### config.mk
export PLATFORM = sky130hd
export DESIGN_NAME = grf_writeback
export DESIGN_NICKNAME = d
export VERILOG_FILES = /design/src/rtl/grf_writeback.sv
export SDC_FILE = /design/constraint.sdc
export NUM_CORES = 2
export LEC_CHECK = 0
export CAP_MARGIN = 20
export CORE_MARGIN = 3
export CORE_UTILIZATION = 51
export DETAILED_ROUTE_END_ITERATION = 10
export DONT_BUFFER_PORTS = 1
export PLACE_DENSITY_LB_ADDON = 0.12
export SETUP_SLACK_MARGIN = 0.3
export SYNTH_ARGS = -nofsm -noshare
export SYNTH_HDL_FRONTEND = slang
export SYNTH_SLANG_ARGS = --single-unit
### constraint.sdc
create_clock -name clk -period 5.78 [get_ports clk]
set_input_delay 0.578 -clock clk [delete_from_list [all_inputs] [get_ports clk]]
set_output_delay 0.578 -clock clk [all_outputs]
set_load 0.005 [all_outputs]
### src/rtl/grf_writeback.sv
// -----------------------------------------------------------------------------
// grf_writeback
//   Write-back end of the CPU register datapath. It contains three parts:
//   - the MEM/WB pipeline register,
//   - the write-data source select,
//   - the general register file (GRF), with NREG entries of DW bits.
//   The two read ports are combinational. Each one bypasses the WB-stage write
//   so that decode sees a value in the same cycle it is being written.
//   The registered WB write bus is exported so hazard and forwarding logic can
//   use it as a forward source.
//
// Ports
//   clk                  rising-edge clock
//   reset                synchronous active-low reset (0 = reset)
//   en                   MEM/WB load enable (0 = stall, hold contents)
//   flush                load a bubble into MEM/WB on the next edge
//   m_regwe, m_wa        MEM-stage write request and destination register
//   m_wdsel              write-data source: 0 ALU, 1 memory, 2 PC+8, 3 reserved (zero)
//   m_alu, m_mem, m_pc8  MEM-stage candidate write data
//   m_pc                 MEM-stage PC, carried along for tracing
//   ra1/rd1, ra2/rd2     read ports feeding the decode-stage operand muxes
//   w_we, w_wa, w_wd     WB-stage effective write enable, destination and data
//   w_pc                 WB-stage PC
// -----------------------------------------------------------------------------
module grf_writeback #(
    parameter int DW   = 32,
    parameter int AW   = 5,
    parameter int NREG = 32
) (
    input  logic          clk,
    input  logic          reset,
    input  logic          en,
    input  logic          flush,
    input  logic          m_regwe,
    input  logic [AW-1:0] m_wa,
    input  logic [1:0]    m_wdsel,
    input  logic [DW-1:0] m_alu,
    input  logic [DW-1:0] m_mem,
    input  logic [DW-1:0] m_pc8,
    input  logic [DW-1:0] m_pc,
    input  logic [AW-1:0] ra1,
    input  logic [AW-1:0] ra2,
    output logic [DW-1:0] rd1,
    output logic [DW-1:0] rd2,
    output logic          w_we,
    output logic [AW-1:0] w_wa,
    output logic [DW-1:0] w_wd,
    output logic [DW-1:0] w_pc
);

    // Write-data source select. The reserved encoding yields zero, so an
    // undefined selection never writes stale data.
    function automatic logic [DW-1:0] wd_select(
        input logic [1:0]    sel,
        input logic [DW-1:0] alu,
        input logic [DW-1:0] mem,
        input logic [DW-1:0] pc8
    );
        logic [DW-1:0] res;
        case (sel)
            2'd0:    res = alu;
            2'd1:    res = mem;
            2'd2:    res = pc8;
            default: res = {DW{1'b0}};
        endcase
        return res;
    endfunction

    logic          w_we_r;
    logic [AW-1:0] w_wa_r;
    logic [DW-1:0] w_wd_r;
    logic [DW-1:0] w_pc_r;
    logic [DW-1:0] grf_r [NREG];
    logic [DW-1:0] rd1_s;
    logic [DW-1:0] rd2_s;

    // MEM/WB pipeline register. Priority order is reset, then flush, then
    // load, then hold.
    always_ff @(posedge clk) begin
        if (!reset) begin
            w_we_r <= 1'b0;
            w_wa_r <= {AW{1'b0}};
            w_wd_r <= {DW{1'b0}};
            w_pc_r <= {DW{1'b0}};
        end else if (flush) begin
            w_we_r <= 1'b0;
            w_wa_r <= {AW{1'b0}};
            w_wd_r <= {DW{1'b0}};
            w_pc_r <= {DW{1'b0}};
        end else if (en) begin
            // Gating the enable on a non-zero destination keeps $0 constant
            // and keeps a $0 write from showing up on the bypass path.
            w_we_r <= m_regwe && (m_wa != {AW{1'b0}});
            w_wa_r <= m_wa;
            w_wd_r <= wd_select(m_wdsel, m_alu, m_mem, m_pc8);
            w_pc_r <= m_pc;
        end else begin
            w_we_r <= w_we_r;
            w_wa_r <= w_wa_r;
            w_wd_r <= w_wd_r;
            w_pc_r <= w_pc_r;
        end
    end

    // Register file write. This ignores en and flush because the instruction
    // already in WB must retire. A stall re-presents the same write, and
    // writing the same value twice is harmless. A reset edge discards the
    // pending write.
    always_ff @(posedge clk) begin
        if (!reset) begin
            for (int i = 0; i < NREG; i++) begin
                grf_r[i] <= {DW{1'b0}};
            end
        end else if (w_we_r) begin
            grf_r[w_wa_r] <= w_wd_r;
        end else begin
            grf_r[w_wa_r] <= grf_r[w_wa_r];
        end
    end

    // Read port 1: $0 reads zero, then the same-cycle WB write, then storage.
    always_comb begin
        rd1_s = {DW{1'b0}};
        if (ra1 == {AW{1'b0}}) begin
            rd1_s = {DW{1'b0}};
        end else if (w_we_r && (w_wa_r == ra1)) begin
            rd1_s = w_wd_r;
        end else begin
            rd1_s = grf_r[ra1];
        end
    end

    // Read port 2: same priority as port 1, evaluated independently.
    always_comb begin
        rd2_s = {DW{1'b0}};
        if (ra2 == {AW{1'b0}}) begin
            rd2_s = {DW{1'b0}};
        end else if (w_we_r && (w_wa_r == ra2)) begin
            rd2_s = w_wd_r;
        end else begin
            rd2_s = grf_r[ra2];
        end
    end

    assign rd1  = rd1_s;
    assign rd2  = rd2_s;
    assign w_we = w_we_r;
    assign w_wa = w_wa_r;
    assign w_wd = w_wd_r;
    assign w_pc = w_pc_r;

endmodule
# ---- After elaboration in Yosys (flattened, before gate mapping)
# Memories as Yosys holds them, arrays and structs flattened.
# Cells that the tools add are included.
dict set report totals {
  reg_bits 70
  latch_bits 0
  ramBits 1024
  romBits 0
  inputBits 150
  wordCells 38
  memories 1
}
dict set report classes {
  addsub 0
  multipliers 0
  div 0
  order_cmp 0
  n_eq_ne 5
  n_shift 0
  mux 16
  n_bitwise 2
  n_reduce_logical 10
}
# memory depth width rd rd_clocked_by_memory_dff write_ports line
set memory_table {}
lappend memory_table {grf_r 32 32 2 0 32 73} ;# logic [DW-1:0] grf_r [NREG];
# op n
set op_table {}
lappend op_table {{32-bit two-way mux} 6}
lappend op_table {{32-bit case mux with 3 select lines} 1}
lappend op_table {{32-bit OR reduction} 1}
lappend op_table {{5-bit == test} 2}
lappend op_table {{5-bit zero test} 2}
lappend op_table {{1-bit two-way mux} 8}
lappend op_table {{5-bit two-way mux} 1}
lappend op_table {{5-bit nonzero test} 1}
lappend op_table {{1-bit logical AND} 3}
lappend op_table {{2-bit by 1-bit == test with 1-bit output (second input constant)} 1}
lappend op_table {{2-bit == test (second input constant)} 1}
lappend op_table {{2-bit zero test} 1}
lappend op_table {{2-bit AND reduction} 1}
lappend op_table {{2-bit OR reduction} 1}
lappend op_table {{0-bit inequality test} 1}
lappend op_table {{1-bit NOT} 1}
lappend op_table {{1-bit bitwise OR} 1}

# ---- Depth between registers and ports, before layout
dict set report logic_depth {
  ltp_word 7
  depth_mapped 9
  depth_no_buf 5
}

# ---- Least setup slack after synthesis
# No wires, ideal clock.
dict set report synth_path {
  path_kind {input to register}
  start {input reset}
  end {memory grf_r[24][0], enable pin}
  arrival_time_ns 3.833
  setup_slack_ns 1.481
  stages 6
  path_buffers 3
  path_cell_list {clkbuf_1 -> nand2_1 -> or3_1 -> clkbuf_1 -> clkbuf_1 -> o21ai_0}
}
# element line
set synth_rtl {}
lappend synth_rtl {{from (decl)} 31} ;# input logic reset,
lappend synth_rtl {{to (decl)} 73}

# ---- Final worst setup path
dict set report layout_path {
  start {register w_wa_r[4] (netlist: w_wa[4])}
  end {output rd1[19]}
}
dict set report layout_via {
  elab_chain_cells 4
}
# element line
set layout_lines {}
lappend layout_lines {{from (decl)} 70} ;# logic [AW-1:0] w_wa_r;
lappend layout_lines {{from (signal assigned)} 82} ;# w_wa_r <= {AW{1'b0}};
lappend layout_lines {{from (signal assigned)} 87} ;# w_wa_r <= {AW{1'b0}};
lappend layout_lines {{from (signal assigned)} 94} ;# w_wa_r <= m_wa;
lappend layout_lines {{5-bit == test} 126} ;# end else if (w_we_r && (w_wa_r == ra1)) begin
lappend layout_lines {{1-bit logical AND} 126}
lappend layout_lines {{32-bit two-way mux} 126}
lappend layout_lines {{32-bit two-way mux} 124} ;# if (ra1 == {AW{1'b0}}) begin
lappend layout_lines {{to (decl)} 43} ;# output logic [DW-1:0] rd1,
# Every way passes these cells.

==> results.txt <==
post-CTS setup buffer count -> 0
cell taking the most area after synthesis -> edfxtp_1
CTS Buf Count -> 119
Overall Power -> 18.4 mW
area fraction of the dominant cell type after synthesis -> 53.1%
Setup violations, final -> 0
Vias per Instance -> 6.70
top routing layer in use -> met5
GR Util All Layers -> 33.6%
Die Y -> 343 um
Worst Path Class, Setup -> reg -> out
FF-to-FF setup slack -> 2.20 ns
hold depth -> 2
fin crit share -> 78.9%
final worst slack -> 1.22 ns
Reg-to-Reg End -> grf_r[23][12]
most frequent cell after synthesis -> and2_1
maximum clock frequency -> 0.219 GHz
Worst-path clk slew -> 0.06 ns
IO buf count -> 0
Max-cap violations -> 0
Syn-to-layout area delta -> 10.4%
Worst EP required -> 5.20 ns
vias in the first global route -> 37000
Syn Std Cell Area -> 57900 um2
Die X-Extent -> 343 um
flop and latch count out of synthesis -> 1094
Vias -> 37000
Final Routed Wirelength -> 199000 um
Final min period -> 4.56 ns
reg2reg path depth -> 3
first-pass GRT wire length -> 279000 um
Antenna Nets Post-Route -> 0
M1 WL -> 75200 um
hold path endpoint -> w_pc[10]
clk_lat worst skew -> 0.72 ns
HP Start -> m_pc[10]
DIE AREA -> 118000 um2
number of fill cells -> 8863
initial antenna violation count -> 5
sum of negative setup slack -> 0 ns
post-DR wirelength/cell -> 36.0 um
largest net degree at the start of global routing -> 316
pwr/cell area -> 288 nW/um2
gr ovfl total -> 0
CTS sink cnt -> 1094
core footprint -> 113000 um2
Cells after Synth -> 4062
Max clock buf depth -> 3
FP Rows -> 123
num ports -> 284
Fin. Hold Viols -> 0
Initial Utilization -> 51.4%
DRC -> 0
status -> finished clean
initial drt markers -> 4592
post-DP HPWL -> 120000 um
DP Worst Slack -> 1.97 ns
clk root buf -> clkbuf_16
Post-CTS Resized -> 0
H-tree levels -> 3
top_reg_cell synth -> edfxtp_1
Startpoint Class -> register
Mapped Nets -> 4212
critical path data arrival time -> 3.98 ns
drt pass-1 iters -> 6
final net count -> 4068
VDD IR max -> 0.232 mV
Worst R2R Start -> w_wa[0]
Layout Skew -> 0.0248 ns
Tightest Pin Transition -> 1.26 ns
asr flop ratio synth -> 0%
Leak Pwr -> 22.9 nW
distinct cell type count after synthesis -> 62
Final Wtd Congestion -> 0.896
EDFF count, synth -> 1024
final slew viol count -> 0
share of cells above drive strength 1 -> 21.9%
register area share after synthesis -> 55.5%
CP Capture Type -> primary output
TritonCTS clock tree -> done
RSZ-0062 raised after global routing -> no
most frequent cells after synthesis -> and2_1, edfxtp_1, mux4_2
Avg Synthesized Cell Area -> 14.3 um2
relative slew slack -> 16.0%
met3 routed WL -> 19900 um
metal2 WL -> 92200 um
Syn. warnings -> 0
largest cells by area after synthesis -> edfxtp_1, mux4_2, and2_1, mux2i_1, dfxtp_1
hold_buf cts -> 38
worst hold-check path type -> in -> reg
crit path max fanout -> 24
-- sequential cells by signal, summed over array words and instances, names as in the netlist --
name   flops
w_we       1
w_pc      32
w_wd      32
w_wa       5
grf_r   1024
-- cell type report --
class                           instances  area [um2]  area share (%)
Inverter                                3        11.3          0.0176
Sequential cell                      1094       32200            50.3
Timing Repair Buffer                  171        1490            2.32
Clock buffer                          148        3280            5.13
Tap cell                             1500        1880            2.93
Clock inverter                         73         638           0.998
Antenna cell                            1        2.50         0.00391
Multi-Input combinational cell       2529       24500            38.3
-- critical path: stages (launching register included) --
cell and delay, ns:
dfxtp_1 0.72, xnor2_1 0.18, nand4_1 0.20, or3_1 0.73, nor2b_4 0.96, a221o_1 0.46
-- placed cells by master (no fill, tap or decap), types with 8 or more instances in the layout --
cell type      netlist  routed
a211oi_1            32      32
a21oi_1             82      82
a221o_1             33      33
a221oi_1             8       8
a22o_1              12      12
a22oi_1            174     174
and2_1            1028    1027
buf_4               27     126
bufinv_16            0      10
clkbuf_1           325      16
clkbuf_16            0     125
clkinv_1             1      19
clkinv_2             0      31
dfxtp_1             70      70
dlygate4sd3_1        0      37
edfxtp_1          1024    1024
mux2_2              14      14
mux2i_1            243     243
mux4_2             438     438
nand2_1             67      66
nand3_1             15      15
nor2_1             155     120
nor2_2               0      17
nor2_4               0      18
nor4_1               9       9
o211ai_1            25      25
o21ai_0             47      15
o21ai_4              0      32
o221a_2             23      23
o221ai_1            11      11
o22ai_1             18      18
xnor2_1              8       8
-- per-stage QoR --
step	hold WS, ns	utilization (%)	instance area, um2	instances
4_1_cts	0.00526	56.8	63900	5517
3_5_place_dp	0.478	52.9	59600	5258
2_1_floorplan	0.485	-	57900	4062
5_1_grt	0.0372	56.8	64000	5518
6_report	0.0427	56.8	64000	5519
3_3_place_gp	0.474	52.8	59500	5251
-- routing by layer --
metal  track usage [%]  up-vias
met4              16.1        2
met2              51.7     2078
li1                  -    15300
met3              7.38      481
met5                 0        -
met1              45.6    19200
-- cell families (layout without fill, tap and decap cells) --
| kind of cell | count (synthesis) | after routing | share of synthesized area [%] |
|---|---|---|---|
| AOI/OAI and AO/OA | 502 | 502 | 6.31 |
| xor gates and xnor gates | 10 | 10 | 0.151 |
| buffers and inverters | 439 | 395 | 3.23 |
| DFF | 1094 | 1094 | 55.5 |
| muxes | 695 | 695 | 21.5 |
| other | 0 | 1 | 0 |
| and+or+nand+nor | 1322 | 1322 | 13.3 |
-- power by group --
part           switching [mW]  total [mW]  internal (mW)
sequential              0.140        9.03           8.89
clock                    3.26        7.72           4.46
combinational           0.969        1.67          0.700
-- worst max path at each step --
stage	startpoint	to	slack, ns	depth (start not counted)
3_3_place_gp	w_wa[4]	rd1[13]	1.85	6
5_1_grt	w_wa[4]	rd1[19]	1.11	5
2_1_floorplan	reset	grf_r[24][0]	1.48	6
6_report	w_wa[4]	rd1[19]	1.22	5
4_1_cts	w_wa[4]	rd1[19]	1.18	5
3_5_place_dp	w_wa[4]	rd1[19]	1.97	5
(Power assumes the default switching activity.)
